`src/rtl/alu_pkg.sv`:
```
// Shared ALU opcode constants and the arbiter FSM state type.
package alu_pkg;

    localparam logic [2:0] ALU_ADD = 3'b000;
    localparam logic [2:0] ALU_SUB = 3'b001;
    localparam logic [2:0] ALU_NOT = 3'b010;
    localparam logic [2:0] ALU_AND = 3'b011;
    localparam logic [2:0] ALU_OR  = 3'b100;
    localparam logic [2:0] ALU_XOR = 3'b101;
    localparam logic [2:0] ALU_CMP = 3'b110;
    localparam logic [2:0] ALU_EQ  = 3'b111;

    typedef enum logic [1:0] {ARB_IDLE, ARB_EXEC, ARB_RESP} arb_state_t;

endpackage

```
`src/rtl/rr_arbiter.sv`:
```
// Combinational round-robin picker: first asserted req after position last, wrapping modulo N.
module rr_arbiter #(
    parameter int unsigned N   = 4,
    parameter int unsigned IDW = 2
) (
    input  logic [N-1:0]   req,
    input  logic [IDW-1:0] last,
    output logic [N-1:0]   grant,
    output logic [IDW-1:0] gid,
    output logic           any
);

    logic [IDW:0] idx;

    always_comb begin
        grant = '0;
        gid   = '0;
        any   = 1'b0;
        idx   = '0;
        for (int unsigned i = 1; i <= N; i++) begin
            // One spare bit so last+i cannot overflow before the wrap.
            idx = {1'b0, last} + (IDW+1)'(i);
            if (idx >= (IDW+1)'(N)) begin
                idx = idx - (IDW+1)'(N);
            end
            if (!any && req[idx[IDW-1:0]]) begin
                any                   = 1'b1;
                grant[idx[IDW-1:0]]   = 1'b1;
                gid                   = idx[IDW-1:0];
            end
        end
    end

endmodule

```
`src/rtl/alu_arbiter.sv`:
```
// Round-robin front end sharing one external combinational ALU between NREQ requesters.
// Defining ALU_ARB_STATS_EN adds saturating per-requester grant counters on stat_cnt.
module alu_arbiter
    import alu_pkg::*;
#(
    parameter int unsigned NREQ = 4,
    parameter int unsigned W    = 4,
    parameter int unsigned IDW  = 2
) (
    input  logic              clk,
    input  logic              rst_n,
    input  logic [NREQ-1:0]   req_valid,
    output logic [NREQ-1:0]   req_ready,
    input  logic [NREQ*W-1:0] req_a,
    input  logic [NREQ*W-1:0] req_b,
    input  logic [NREQ*3-1:0] req_op,
    output logic [W-1:0]      alu_a,
    output logic [W-1:0]      alu_b,
    output logic [2:0]        alu_ctrl,
    input  logic [W-1:0]      alu_res,
    input  logic              alu_car,
    input  logic              alu_of,
    output logic              rsp_valid,
    input  logic              rsp_ready,
    output logic [IDW-1:0]    rsp_id,
    output logic [W-1:0]      rsp_res,
    output logic              rsp_car,
    output logic              rsp_of
`ifdef ALU_ARB_STATS_EN
    ,
    output logic [NREQ*8-1:0] stat_cnt
`endif
);

    arb_state_t     state_q, state_d;
    logic [IDW-1:0] last_q;
    logic [W-1:0]   a_q, b_q;
    logic [2:0]     op_q;
    logic [IDW-1:0] id_q;
    logic           rsp_valid_q;
    logic [IDW-1:0] rsp_id_q;
    logic [W-1:0]   rsp_res_q;
    logic           rsp_car_q, rsp_of_q;

    logic [NREQ-1:0] grant;
    logic [IDW-1:0]  gid;
    logic            any;
    logic            req_hs, rsp_hs;

    rr_arbiter #(
        .N   (NREQ),
        .IDW (IDW)
    ) u_rr (
        .req   (req_valid),
        .last  (last_q),
        .grant (grant),
        .gid   (gid),
        .any   (any)
    );

    assign req_hs    = (state_q == ARB_IDLE) && any;
    assign rsp_hs    = (state_q == ARB_RESP) && rsp_ready;
    assign req_ready = (state_q == ARB_IDLE) ? grant : '0;

    always_comb begin
        state_d = state_q;
        unique case (state_q)
            ARB_IDLE: if (any)       state_d = ARB_EXEC;
            ARB_EXEC:                state_d = ARB_RESP;
            ARB_RESP: if (rsp_ready) state_d = ARB_IDLE;
            default:                 state_d = ARB_IDLE;
        endcase
    end

    // Operand registers double as the ALU drive, so ALU inputs only change on a grant.
    always_ff @(posedge clk or negedge rst_n) begin
        if (!rst_n) begin
            state_q     <= ARB_IDLE;
            last_q      <= IDW'(NREQ - 1);
            a_q         <= '0;
            b_q         <= '0;
            op_q        <= '0;
            id_q        <= '0;
            rsp_valid_q <= 1'b0;
            rsp_id_q    <= '0;
            rsp_res_q   <= '0;
            rsp_car_q   <= 1'b0;
            rsp_of_q    <= 1'b0;
        end else begin
            state_q <= state_d;
            if (req_hs) begin
                a_q  <= req_a[gid*W +: W];
                b_q  <= req_b[gid*W +: W];
                op_q <= req_op[gid*3 +: 3];
                id_q <= gid;
            end
            if (state_q == ARB_EXEC) begin
                rsp_valid_q <= 1'b1;
                rsp_id_q    <= id_q;
                rsp_res_q   <= alu_res;
                rsp_car_q   <= alu_car;
                rsp_of_q    <= alu_of;
            end
            if (rsp_hs) begin
                rsp_valid_q <= 1'b0;
                last_q      <= rsp_id_q;
            end
        end
    end

    assign alu_a     = a_q;
    assign alu_b     = b_q;
    assign alu_ctrl  = op_q;
    assign rsp_valid = rsp_valid_q;
    assign rsp_id    = rsp_id_q;
    assign rsp_res   = rsp_res_q;
    assign rsp_car   = rsp_car_q;
    assign rsp_of    = rsp_of_q;

`ifdef ALU_ARB_STATS_EN
    logic [7:0] cnt_q [NREQ];

    always_ff @(posedge clk or negedge rst_n) begin
        if (!rst_n) begin
            for (int i = 0; i < int'(NREQ); i++) begin
                cnt_q[i] <= '0;
            end
        end else if (req_hs && (cnt_q[gid] != 8'hFF)) begin
            cnt_q[gid] <= cnt_q[gid] + 8'd1;
        end
    end

    for (genvar g = 0; g < int'(NREQ); g++) begin : g_stat
        assign stat_cnt[g*8 +: 8] = cnt_q[g];
    end
`endif

endmodule

```
`config.mk`:
```
export PLATFORM = sky130hd
export DESIGN_NAME = alu_arbiter
export DESIGN_NICKNAME = d
export VERILOG_FILES = /design/src/rtl/alu_pkg.sv /design/src/rtl/rr_arbiter.sv /design/src/rtl/alu_arbiter.sv
export SDC_FILE = /design/constraint.sdc
export NUM_CORES = 1
export LEC_CHECK = 0
export BUFFER_PORTS_ARGS = -buffer_cell sky130_fd_sc_hd__buf_2
export CAP_MARGIN = 25
export CORE_MARGIN = 3
export CORE_UTILIZATION = 34
export DETAILED_ROUTE_END_ITERATION = 12
export GPL_ROUTABILITY_DRIVEN = 0
export PLACE_DENSITY = 0.59
export RECOVER_POWER = 50
export SETUP_SLACK_MARGIN = 0.1
export SYNTH_ARGS = -nofsm -noshare
export SYNTH_HDL_FRONTEND = slang
export SYNTH_SLANG_ARGS = --single-unit
```
`constraint.sdc`:
```
create_clock -name clk -period 6.1 [get_ports clk]
set_input_delay 0.61 -clock clk [delete_from_list [all_inputs] [get_ports clk]]
set_output_delay 0.61 -clock clk [all_outputs]
set_load 0.03 [all_outputs]
```
==> impl_results.md <==
- Status: completed
- Post-synth top area cell: dfrtp_1
- Rows: 27
- Yosys Warn Count: 0
- Post-synthesis cell count: 190
- Clock Pin Slew Worst Setup and Hold Paths: 0.10 ns
- P per Cell Area: between 600 and 700 nW/um^2
- Vias: approximately 1,800
- Dpl hpwl: 3.639 mm
- CP Launch Type: flip-flop
- Routed Wire Length: 4.896 mm
- Placed Cells: 329
- All-Layer GR Usage: 14.31%
- MaxCap Viol Count: 0
- Worst-Margin Slew: roughly 1.4 ns
- Die Span Y: 82.88 um
- RSZ-0062 raised after global routing: false
- Placement Setup Slack: between 2 and 2.5 ns
- Starting DRT DRC Count: between 80 and 90
- Worst IR Drop VDD: ~330 uV
- Share of layout cells above drive strength 1: a little over two fifths
- Layout fillers: 595
- PnR worst setup slack: approximately 1.9 ns
- Bufs and invs on worst path: 2
- Crit path DAT: 3.57 ns
- CP cell instances: inv_2 > ha_1 > mux4_2 > or3_4 > nor2b_4 > a22oi_1 > o21ai_0 > and2_1 > buf_2
- Final cell count without fillers: 333
- Clock Path Buffers: 2
- Vias in the first global route: 1,873
- Final hold vios: 0
- # DRC: 0
- Critical Path Sink Type: output pin
- N_diodes: 0
- CTS sink cnt: 26
- Synth top area share: roughly 30%
- Min Tclk post-route: about 4.2 ns
- Synthesized area: approximately 2000 um^2
- Hold/Removal Path Class: reg -> reg
- Worst setup path class: reg -> out
- Chip Width: around 83 um
- Clock buffer count from CTS: 3
- Storage cell area: around 650 um^2
- Detailed-router iteration count before antenna repair: 4
- H-tree depth: 1
- Max-slew headroom: under 10%
- Die area: 6868 um^2
- Core footprint: between 5000 and 6000 um^2
- Skew-Pair Late Insertion Delay: ~0.27 ns
- Initial antenna violation count: 0
- Hold-fix buffers, CTS: 0
- Slew Viols, Final: 0
- Layout area overhead: 24.35%
- Synth cell types: 39
- DR WL/cell: roughly 15 um
- Largest net degree at the start of global routing: 27
- # port buffers: 80
- Initial Utilization: 35.83%
- CP max-delay cell: dfstp_1
- FF+latch count, synth: 26
- Max incr delay on CP: between 0.9 and 1 ns
- Nets: 327
- Antenna Nets Post-Route: 0
- CTS root buf: clkbuf_8
- Highest Clock Rate: ~240 MHz
- Synth area leaders: dfrtp_1, mux2i_1, mux2_2
- Post-CTS Resized: 0
- First-pass GRT wire length: between 8 and 9 mm
- Register area share after synthesis: about a third
- # IOs: 81
- Synth Net Count: between 200 and 300
- Critical path data required time: ~5.5 ns
- CP max FO: 17
- Clk_skew: approximately 0.0045 ns
- Leak: ~1.2 nW
- Gr ovfl total: 0
- Mean post-synth cell area: 10.58 um^2
- Worst path top cell family by delay: flip-flops
- Postcts setup bufs: 0
- Vias per cell: 5.339
- Design Power: between 1.5 and 2 mW
- Final setup fails: 0
- Fin crit share: between 60% and 70%
- Fin Setup TNS: 0 ns
- Footprint of the multi-input gates: roughly 1200 um^2
- CTS tree: built
==> per-stage QoR <==
stage	utilization, %	hold slack, ns	instance area, um^2
detailed placement	43.49	0.4756	2439
global route	44.56	0.5385	2499
floorplan	-	0.3144	2009
global placement	43.49	0.4739	2439
finish	44.56	0.4908	2499
CTS	44.76	0.3505	2510
==> cell families after synthesis <==
logic type	Yosys count	synth area share (%)
AO/OA/AOI/OAI	61	25.40
adder cells (fa/ha/maj)	8	4.982
buffers and inverters	30	6.413
flip-flops	26	32.50
multiplexers	43	23.91
AND/OR/NAND/NOR	22	6.787
==> worst min-delay path: stages, from the launching register on <==
cell     delay, ns
dfrtp_1       0.35
nand2_1       0.05
o21ai_1       0.06
==> path summary, 6_finish.rpt <==
| check | endpoint | start | cells past startpoint | slack [ns] |
|---|---|---|---|---|
| min in group asynchronous | alu_a[2]$_DFFE_PN0P_ | rst_n | 1 | 0.66 |
| setup / recovery | req_ready[1] | last_q[0]$_DFFE_PN1P_ | 9 | 1.92 |
| setup reg to reg | alu_a[3]$_DFFE_PN0P_ | last_q[0]$_DFFE_PN1P_ | 7 | 1.98 |
| hold / removal | id_q[0]$_DFFE_PN0P_ | id_q[0]$_DFFE_PN0P_ | 2 | 0.49 |
| hold reg to reg | id_q[0]$_DFFE_PN0P_ | id_q[0]$_DFFE_PN0P_ | 2 | 0.49 |
| max in group asynchronous | id_q[0]$_DFFE_PN0P_ | rst_n | 1 | 4.60 |
==> synth_stat cells <==
cell	number
mux2i_1	30
dfrtp_1	24
inv_1	13
a31o_2	11
a41oi_1	11
o2bb2ai_1	11
mux2_2	10
clkbuf_1	9
a22oi_1	8
ha_1	8
o21ai_0	5
and2_1	4
buf_2	4
nor2_1	4
a21oi_1	3
inv_2	3
mux4_2	3
o21ai_1	3
and3_1	2
dfstp_2	2
nand2_1	2
nor2b_1	2
or2_2	2
a211oi_1	1
a21boi_0	1
a21o_1	1
buf_8	1
nand3_1	1
nand3b_1	1
nor2b_4	1
nor3b_1	1
o21a_1	1
o21ai_4	1
o21bai_2	1
o22ai_1	1
o31ai_4	1
o41a_4	1
or3_1	1
or3_4	1
==> metal layers <==
metal / part of all wire, % / vias to the layer above / GRT usage, %
met1: 47 / 825 / 19.73
met4: 0.78 / 0 / 3.566
met5: 0 / - / 0
li1: - / 868 / -
met2: 45 / 80 / 22.81
met3: 7.3 / 5 / 3.075
==> placed cells by master, fill, tap and decap left out, types with 4 or more instances in the layout <==
cell	n
a22oi_1	8
a31o_2	11
buf_2	71
and2_1	4
a41oi_1	11
o2bb2ai_1	11
nor2_1	4
inv_1	13
o21ai_0	5
clkbuf_1	9
mux2i_1	30
dfrtp_1	24
ha_1	8
mux2_2	10
==> final cells by class <==
type	count	area share (%)
Multi-Input combinational cell	134	49.12
Sequential cell	26	26.14
Timing Repair Buffer	81	15.87
Tap cell	72	3.605
Inverter	16	2.404
Clock buffer	3	1.652
Clock inverter	1	1.202
==> sequential cells by signal (all words and copies together), names as in the netlist <==
signal and cells:
alu_a 4, rsp_car 1, state_q 2, rsp_valid 1, rsp_res 4, id_q 2
alu_b 4, rsp_id 2, alu_ctrl 3, last_q 2, rsp_of 1
==> power by group <==
| group | internal (mW) | switching, mW |
|---|---|---|
| logic | 0.455 | 0.639 |
| clock network | 0.0878 | 0.0568 |
| registers | 0.272 | 0.0815 |
No activity file was read; power rests on OpenSTA's default activity.
